[config.mk]
export PLATFORM = sky130hd
export DESIGN_NAME = sample_packetizer_flat
export DESIGN_NICKNAME = d
export VERILOG_FILES = /design/src/rtl/sample_packetizer_if.sv /design/src/rtl/sample_packetizer.sv /design/src/flat_wrapper.sv
export SDC_FILE = /design/constraint.sdc
export NUM_CORES = 1
export LEC_CHECK = 0
export CORE_UTILIZATION = 30
export CTS_CLUSTER_DIAMETER = 100
export DETAILED_ROUTE_END_ITERATION = 8
export GPL_TIMING_DRIVEN = 0
export SLEW_MARGIN = 10
export SYNTH_ARGS = -nofsm -noshare
export SYNTH_HDL_FRONTEND = slang
export SYNTH_SLANG_ARGS = --single-unit
[constraint.sdc]
create_clock -name clk -period 2.2 [get_ports clk]
set_input_delay 0.66 -clock clk [delete_from_list [all_inputs] [get_ports clk]]
set_output_delay 0.66 -clock clk [all_outputs]
set_load 0.02 [all_outputs]
[src/rtl/sample_packetizer_if.sv]
// Stream bundle for sample_packetizer: wide sample input stream and byte output stream.
// master = packetizer side, slave = surrounding source/sink side.
interface sample_packetizer_if #(
    parameter int SAMPLE_WIDTH = 16
);
    logic [SAMPLE_WIDTH-1:0] s_sample_tdata;
    logic                    s_sample_tvalid;
    logic                    s_sample_tready;
    logic [7:0]              m_byte_tdata;
    logic                    m_byte_tvalid;
    logic                    m_byte_tready;
    logic                    m_byte_tlast;
    logic                    m_byte_tuser;

    // Both streams: a beat transfers on the edge where tvalid && tready are high;
    // once tvalid is raised, tvalid/tdata/tlast stay stable until that transfer.
    modport master (
        input  s_sample_tdata, s_sample_tvalid, m_byte_tready,
        output s_sample_tready, m_byte_tdata, m_byte_tvalid, m_byte_tlast, m_byte_tuser
    );

    modport slave (
        output s_sample_tdata, s_sample_tvalid, m_byte_tready,
        input  s_sample_tready, m_byte_tdata, m_byte_tvalid, m_byte_tlast, m_byte_tuser
    );
endinterface

[src/rtl/sample_packetizer.sv]
// Frames fixed-width samples into byte packets (header, seq, LE sample bytes, optional XOR checksum).
// Optional checksum byte enabled by defining PACKETIZER_CHECKSUM_EN.
module sample_packetizer #(
    parameter int         SAMPLE_WIDTH       = 16,
    parameter int         SAMPLES_PER_PACKET = 8,
    parameter logic [7:0] HEADER_BYTE        = 8'hA5
) (
    input  logic                 clk,
    input  logic                 reset,
    sample_packetizer_if.master  bus,
    output logic [7:0]           seq_num,
    output logic [2:0]           o_dbg_state
);
    localparam int BPS  = SAMPLE_WIDTH / 8;
    localparam int BI_W = (BPS > 1) ? $clog2(BPS) : 1;
    localparam int SI_W = (SAMPLES_PER_PACKET > 1) ? $clog2(SAMPLES_PER_PACKET) : 1;
    localparam logic [BI_W-1:0] LAST_BYTE   = BI_W'(BPS - 1);
    localparam logic [SI_W-1:0] LAST_SAMPLE = SI_W'(SAMPLES_PER_PACKET - 1);

`ifdef PACKETIZER_CHECKSUM_EN
    typedef enum logic [2:0] {
        ST_IDLE     = 3'd0,
        ST_HEADER   = 3'd1,
        ST_SEQ      = 3'd2,
        ST_DATA     = 3'd3,
        ST_CHECKSUM = 3'd4
    } state_t;
`else
    typedef enum logic [2:0] {
        ST_IDLE     = 3'd0,
        ST_HEADER   = 3'd1,
        ST_SEQ      = 3'd2,
        ST_DATA     = 3'd3
    } state_t;
`endif

    state_t                  r_state;
    state_t                  w_next;
    logic [SAMPLE_WIDTH-1:0] r_hold;
    logic                    r_hold_valid;
    logic [BI_W-1:0]         r_byte_idx;
    logic [SI_W-1:0]         r_sample_idx;
    logic [7:0]              r_seq;
`ifdef PACKETIZER_CHECKSUM_EN
    logic [7:0]              r_checksum;
`endif

    logic [SAMPLE_WIDTH-1:0] w_shifted;
    logic [7:0]              w_tdata;
    logic                    w_tvalid;
    logic                    w_tlast;
    logic                    w_hs;
    logic                    w_last_data;
    logic                    w_sample_hs;

    assign w_shifted   = r_hold >> {r_byte_idx, 3'b000};
    assign w_last_data = (r_byte_idx == LAST_BYTE) && (r_sample_idx == LAST_SAMPLE);

    // Output decode uses registered state only, so tready never reaches tvalid.
    always_comb begin
        w_tdata  = 8'h00;
        w_tvalid = 1'b0;
        w_tlast  = 1'b0;
        case (r_state)
            ST_HEADER: begin
                w_tvalid = 1'b1;
                w_tdata  = HEADER_BYTE;
            end
            ST_SEQ: begin
                w_tvalid = 1'b1;
                w_tdata  = r_seq;
            end
            ST_DATA: begin
                w_tvalid = r_hold_valid;
                w_tdata  = w_shifted[7:0];
`ifndef PACKETIZER_CHECKSUM_EN
                w_tlast  = w_last_data;
`endif
            end
`ifdef PACKETIZER_CHECKSUM_EN
            ST_CHECKSUM: begin
                w_tvalid = 1'b1;
                w_tdata  = r_checksum;
                w_tlast  = 1'b1;
            end
`endif
            default: begin
                w_tvalid = 1'b0;
            end
        endcase
    end

    assign w_hs        = w_tvalid && bus.m_byte_tready;
    assign w_sample_hs = bus.s_sample_tvalid && !r_hold_valid;

    always_comb begin
        w_next = r_state;
        case (r_state)
            ST_IDLE:   if (r_hold_valid) w_next = ST_HEADER;
            ST_HEADER: if (w_hs) w_next = ST_SEQ;
            ST_SEQ:    if (w_hs) w_next = ST_DATA;
            ST_DATA: begin
                if (w_hs && w_last_data) begin
`ifdef PACKETIZER_CHECKSUM_EN
                    w_next = ST_CHECKSUM;
`else
                    w_next = ST_IDLE;
`endif
                end
            end
`ifdef PACKETIZER_CHECKSUM_EN
            ST_CHECKSUM: if (w_hs) w_next = ST_IDLE;
`endif
            default:   w_next = ST_IDLE;
        endcase
    end

    always_ff @(posedge clk) begin
        if (reset) begin
            r_state      <= ST_IDLE;
            r_hold       <= '0;
            r_hold_valid <= 1'b0;
            r_byte_idx   <= '0;
            r_sample_idx <= '0;
            r_seq        <= 8'h00;
`ifdef PACKETIZER_CHECKSUM_EN
            r_checksum   <= 8'h00;
`endif
        end else begin
            r_state <= w_next;
            if (w_sample_hs) begin
                r_hold       <= bus.s_sample_tdata;
                r_hold_valid <= 1'b1;
            end
            if (w_hs) begin
`ifdef PACKETIZER_CHECKSUM_EN
                r_checksum <= w_tlast ? 8'h00 : (r_checksum ^ w_tdata);
`endif
                if (r_state == ST_SEQ) begin
                    r_byte_idx   <= '0;
                    r_sample_idx <= '0;
                end
                if (r_state == ST_DATA) begin
                    if (r_byte_idx == LAST_BYTE) begin
                        r_byte_idx   <= '0;
                        r_hold_valid <= 1'b0;
                        r_sample_idx <= (r_sample_idx == LAST_SAMPLE) ? '0 : r_sample_idx + SI_W'(1);
                    end else begin
                        r_byte_idx <= r_byte_idx + BI_W'(1);
                    end
                end
                if (w_tlast) r_seq <= r_seq + 8'd1;
            end
        end
    end

    assign bus.s_sample_tready = !r_hold_valid;
    assign bus.m_byte_tdata    = w_tdata;
    assign bus.m_byte_tvalid   = w_tvalid;
    assign bus.m_byte_tlast    = w_tlast;
    assign bus.m_byte_tuser    = 1'b0;
    assign seq_num             = r_seq;
    assign o_dbg_state         = r_state;
endmodule
[src/flat_wrapper.sv]
// flat-port wrapper written by rule: the top's interface ports become plain ports
module sample_packetizer_flat 
#(
    parameter int         SAMPLE_WIDTH       = 16,
    parameter int         SAMPLES_PER_PACKET = 8,
    parameter logic [7:0] HEADER_BYTE        = 8'hA5
)
  (clk, reset, seq_num, o_dbg_state, bus_s_sample_tdata, bus_s_sample_tvalid, bus_m_byte_tready, bus_s_sample_tready, bus_m_byte_tdata, bus_m_byte_tvalid, bus_m_byte_tlast, bus_m_byte_tuser);
  sample_packetizer_if #(.SAMPLE_WIDTH(SAMPLE_WIDTH)) bus_i ();
  input  logic clk;
  input  logic reset;
  output logic [7:0] seq_num;
  output logic [2:0] o_dbg_state;
  input wire logic [$bits(bus_i.s_sample_tdata)-1:0] bus_s_sample_tdata;
  input wire logic [$bits(bus_i.s_sample_tvalid)-1:0] bus_s_sample_tvalid;
  input wire logic [$bits(bus_i.m_byte_tready)-1:0] bus_m_byte_tready;
  output wire logic [$bits(bus_i.s_sample_tready)-1:0] bus_s_sample_tready;
  output wire logic [$bits(bus_i.m_byte_tdata)-1:0] bus_m_byte_tdata;
  output wire logic [$bits(bus_i.m_byte_tvalid)-1:0] bus_m_byte_tvalid;
  output wire logic [$bits(bus_i.m_byte_tlast)-1:0] bus_m_byte_tlast;
  output wire logic [$bits(bus_i.m_byte_tuser)-1:0] bus_m_byte_tuser;
  assign bus_i.s_sample_tdata = bus_s_sample_tdata;
  assign bus_i.s_sample_tvalid = bus_s_sample_tvalid;
  assign bus_i.m_byte_tready = bus_m_byte_tready;
  assign bus_s_sample_tready = bus_i.s_sample_tready;
  assign bus_m_byte_tdata = bus_i.m_byte_tdata;
  assign bus_m_byte_tvalid = bus_i.m_byte_tvalid;
  assign bus_m_byte_tlast = bus_i.m_byte_tlast;
  assign bus_m_byte_tuser = bus_i.m_byte_tuser;
  sample_packetizer #(.SAMPLE_WIDTH(SAMPLE_WIDTH), .SAMPLES_PER_PACKET(SAMPLES_PER_PACKET), .HEADER_BYTE(HEADER_BYTE)) u_core (.clk(clk), .reset(reset), .bus(bus_i), .seq_num(seq_num), .o_dbg_state(o_dbg_state));
endmodule
== Word-level counts from Yosys, hierarchy flattened ==
Index checks and enable logic that the tools add are counted.

* Register bits after elaboration: 32
* Bits of input ports: 20
* Output and inout bits: 23
* Logic and storage cells: 48

* $add $sub $neg: 3
* Equality and inequality tests: 8
* Shift-type cells: 1
* Mux-type cells: 19
* Reduce and logical (&&, ||, !) cells: 11

{| class="wikitable"
|+ Operators with widths
! operator !! count
|-
| 3-bit two-way mux || 8
|-
| 8-bit one-hot mux with 3 select lines || 1
|-
| 16-bit by 4-bit right shift with 8-bit output || 1
|-
| 3-bit one-hot mux with 4 select lines || 1
|-
| 8-bit by 1-bit adder with 8-bit output (second input constant) || 1
|-
| 1-bit two-way mux || 8
|-
| 2-bit by 1-bit inequality test with 1-bit output (second input constant) || 4
|-
| 3-bit by 2-bit equality test with 1-bit output (second input constant) || 2
|-
| 1-bit logical AND || 4
|-
| 2-bit AND reduction || 2
|-
| 4-bit AND reduction || 1
|-
| 3-bit by 1-bit adder with 3-bit output (second input constant) || 1
|-
| 3-bit by 1-bit equality test with 1-bit output (second input constant) || 1
|-
| 3-bit equality test (second input constant) || 1
|-
| 3-bit zero test || 1
|-
| 1-bit one-hot mux with 2 select lines || 1
|-
| 2-bit nonzero test || 1
|-
| 2-bit OR reduction || 1
|-
| 1-bit adder (second input constant) || 1
|-
| 1-bit zero test || 1
|}

== Longest topological paths before layout ==
* Word-level depth: 7
* Depth in mapped cells: 8
* Gate-level depth less buffers: 6

== Least setup slack after synthesis ==
No wires, ideal clock.

* Path kind: reg-to-output
* Start point: register u_core.r_state[1], in the netlist u_core.o_dbg_state[1]
* End point: output bus_m_byte_tdata[0]
* Arrival time: 1.668 ns
* Required time: 1.540 ns
* Setup slack: -0.128 ns
* Cell stages (with the launch flop): 6
* Path through: dfxtp_1 > ha_1 > buf_6 > clkbuf_1 > nand2_1 > a31oi_1

* Cells in the longest elaborated chain, start to end: 2
* Elaborated cells between the ends (all ways): 4
* Those cells by class: 3 x eq/ne; 1 x mux

{| class="wikitable"
|+ RTL lines
! what !! line !! source
|-
| from (decl) || sample_packetizer.sv:37 || <nowiki>state_t r_state;</nowiki>
|-
| from (signal assigned) || sample_packetizer.sv:130 || <nowiki>r_state <= w_next;</nowiki>
|-
| 3-bit by 2-bit equality test with 1-bit output / 3-bit by 1-bit equality test with 1-bit output (equally long branches) || sample_packetizer.sv:64 || <nowiki>case (r_state)</nowiki>
|-
| 8-bit one-hot mux with 3 select lines (*) || sample_packetizer.sv:64 ||
|-
| to (decl) || flat_wrapper.sv:18 || <nowiki>output wire logic [$bits(bus_i.m_byte_tdata)-1:0] bus_m_byte_tdata;</nowiki>
|}

Mark *: on every way between the ends. The rest lies on a longest branch, timed or not.

== Worst setup path after layout ==
* Start point: register u_core.r_state[0], in the netlist u_core.o_dbg_state[0]
* End point: output bus_m_byte_tdata[4]

The elaborated chain is that of the path after synthesis.

==> summary.md <==
| Metric | Value |
|---|---|
| Status | complete, no violations |
| # fillers | 519 |
| Clock-pin slew on the worst setup and hold paths | 0.07 ns |
| Worst-path maximum fanout | 12 |
| Post-Synth Adder-Cell Area | 5.348% |
| Sequential-to-total area share from yosys stat | 37.89% |
| Die Footprint | 0.005759 mm² |
| CP cell instances | clkinvlp_4 -> ha_4 -> a22oi_2 -> nor2_1 -> buf_2 |
| Critical path type | flop to output port |
| Largest family of logic cells by synthesized area | simple AND/OR/NAND/NOR gates |
| Slew margin rel. | 63.14% |
| Clk pwr share | 25.6% |
| Setup Skew | 0.003711 ns |
| Vias in the first global route | 1,440 |
| Most frequent cell after synthesis | nand2_1 |
| Ys flop type | dfxtp_1 |
| CTS Root Cell | clkbuf_8 |
| Routed len/inst | 12.74 µm |
| Worst-skew pair later-pin latency | 0.28 ns |
| Unique masters post-synth | 33 |
| Critical-path top delay cell | dfxtp_4 |
| Worst Setup Slack post-DPL | -0.5409 ns |
| Data arrival, critical path | 1.51 ns |
| Mapped Cells | 202 |
| Final ANT Viol Nets | 0 |
| Mux cell area share after synthesis | 7.334% |
| RSZ-0062 raised after global routing | yes |
| PD cells | 927.0 mW/mm² |
| TritonCTS clock tree | yes |
| Post-synth EDFFs | 0 |
| Largest net degree at the start of global routing | 13 |
| Final Hold Viols | 0 |
| CTS Buffer Depth | 2 |
| DIE WIDTH | 75.89 µm |
| Area growth syn-to-layout | 49.58% |
| Min Tclk post-route | 2.170 ns |
| DRC Markers | 0 |
| GR Util All Layers | 15.70% |
| DP Cell Count | 313 |
| Fmax | 0.4609 GHz |
| Yosys reg bits | 31 |
| Top-area cell type share of the netlist area | 37.89% |
| Vias per cell | 4.667 |
| Sequential Power Share | 28.8% |
| IR Drop Worst-Case VDD | 0.7898 mV |
| Layout Cells excl Fill | 330 |
| Crit end category | output port |
| Complex-gate fraction of the synthesized area | 14.82% |
| Cell area after synthesis | 0.001638 mm² |
| DR iter-0 viols | 78 |
| Sw Share | 36.38% |
| Routability cong. | 0.8148 |
| Tightest Pin Transition | 0.5528 ns |
| Row cnt | 26 |
| DR pass1 iterations | 4 |
| Global-route wire length before repair | 6637 µm |
| NumNets Final | 286 |
| P_int | 1445 µW |
| Min-delay worst type | flop to flop |
| Number of diodes | 0 |
| Asr flop ratio synth | 0% |
| DP Wirelength | 2933 µm |
| Simple-gate share of the synthesized area | 25.06% |
| CTS Buf Count | 5 |
| Crit share post-route | 98.62% |
| Final wirelength | 4205 µm |
| Post-synth top cells | nand2_1 (43), dfxtp_1 (31), nor2_1 (22) |
| PortBufs | 40 |
| Share of cells above drive strength 1 | 27.31% |
| Synth area leaders | dfxtp_1 (38%), nand2_1 (9.9%), a21oi_1 (6.1%), mux2_2 (5.5%), ha_1 (5.3%) |
| Avg Cell Area, Syn | 8.108 µm² |
| DR vias | 1,540 |
| Worst endpoint required time | 1.54 ns |
| Gate power share | 45.6% |
| CP peak stage delay | 0.39 ns |
| Synth warn | 0 |
| Critical Path Start Type | flop |
| Htree depth | 2 |
| Biggest area consumer among synthesized cells | dfxtp_1 |
| I/O pin count | 43 |
| Initial antenna violation count | 0 |
| CTS sink cnt | 31 |
| Top delay family on crit path | flip-flops |
| WP buf/inv | 2 |
| Total congestion overflow | 0 |
| P_leak | 0.0008943 µW |
| Setup ws final | 0.03047 ns |
| Die height | 75.89 µm |
| Maxcap violations | 0 |
| Finish-stage setup viols | 0 |
| Starting Density | 31.66% |
| NetSw | 826.2 µW |
| Max-slew violation count | 0 |
| Placeable Area | 0.005172 mm² |
| XOR/XNOR Fraction of Synth Area | 2.674% |
-- metrics by stage --
stage	hold slack (ns)	cell area, µm²	TNS, ns	power [µW]	utilization [%]
after floorplan	0.4329	1668	0	1237	-
after global placement	0.4406	2156	-4.207	1554	41.68
after detailed placement	0.4466	2156	-4.201	1551	41.68
after CTS	0.4564	2351	-0.0005721	2240	45.45
after global routing	0.4823	2450	-0.2199	2399	47.36
final	0.4536	2450	0	2271	47.36
-- power groups by stage --
stage / Clock (µW) / Combinational, µW / Sequential (µW)
5_1_grt: 620 / 1120 / 660
4_1_cts: 596 / 998 / 646
6_report: 581 / 1040 / 653
3_5_place_dp: 0 / 890 / 661
3_3_place_gp: 0 / 893 / 661
2_1_floorplan: 0 / 568 / 669
-- placed cells by master, fill, tap and decap left out, types with 2 or more instances in the layout --
cell type	count
ha_1	3
nor3_1	5
buf_6	3
nor2_1	22
dfxtp_1	28
nand4_1	3
buf_4	17
conb_1	2
nand2b_1	3
nand3_1	2
a21oi_1	20
mux2i_1	3
dfxtp_4	3
clkbuf_1	4
clkbuf_8	6
buf_2	5
or3_1	2
mux2_2	8
a22oi_1	3
nor4_1	3
a31oi_2	4
nand2_1	40
inv_1	6
nand2_2	3
clkbuf_16	2
a22oi_2	3
ha_4	3
a31o_2	2
clkdlybuf4s50_1	30
xnor2_1	5
-- logic make-up after synthesis --
family,count (synthesis)
simple gates,90
compound gates,36
flops,31
buf+inv,21
mux,11
fa+ha+maj,7
xor+xnor,5
other cells,1
-- layer usage --
metal | part of all wire (%) | vias up | track usage [%]
li1 | - | 798 | -
met1 | 51 | 697 | 21.20
met2 | 43 | 39 | 24.29
met3 | 5.4 | 6 | 4.233
met4 | 1.1 | 0 | 4.938
met5 | 0 | - | 0
-- what timing repair did --
| item | 4_1_cts | 5_1_grt |
|---|---|---|
| hold buffers | 0 | 0 |
| gates cloned | 0 | 2 |
| gates resized for setup | 57 | 14 |
| setup endpoints to repair | 10 | 10 |
| pin swaps | 1 | 4 |
| buffers inserted | 5 | 3 |
-- path summary, 6_finish.rpt --
| path | to | slack (ns) | from | cells past startpoint |
|---|---|---|---|---|
| worst min-delay path | u_core.r_hold[13]$_SDFFE_PP0P_ | 0.45 | u_core.r_hold[13]$_SDFFE_PP0P_ | 2 |
| worst max register to register | u_core.seq_num[7]$_SDFFE_PP0P_ | 0.17 | u_core.o_dbg_state[0]$_SDFFE_PP0P_ | 7 |
| worst max-delay path | bus_m_byte_tdata[4] | 0.03 | u_core.o_dbg_state[0]$_SDFFE_PP0P_ | 5 |
| worst min register to register | u_core.r_hold[13]$_SDFFE_PP0P_ | 0.45 | u_core.r_hold[13]$_SDFFE_PP0P_ | 2 |
-- cell type report --
cell class	count	area (µm²)	area share [%]
Clock buffer	6	82.58	3.371
Clock inverter	2	35.03	1.430
Tap cell	70	87.58	3.575
Multi-Input combinational cell	151	1005	41.01
Timing Repair Buffer	50	467.9	19.10
Buffer	13	110.1	4.494
Inverter	7	30.03	1.226
Sequential cell	31	631.9	25.79
-- worst min-delay path: cells and delay by family (launching register included) --
kind | cells | cell delay [ns]
and+or+nand+nor | 1 | 0.05
AOI/OAI and AO/OA | 1 | 0.05
DFF | 1 | 0.31
-- state kept, by name (all words and copies together), names as in the netlist --
signal / flops
u_core.seq_num: 8
u_core.r_sample_idx: 3
u_core.o_dbg_state: 2
u_core.r_hold_valid: 1
u_core.r_byte_idx: 1
u_core.r_hold: 16
Note: power is estimated with default switching activity, not from simulation.
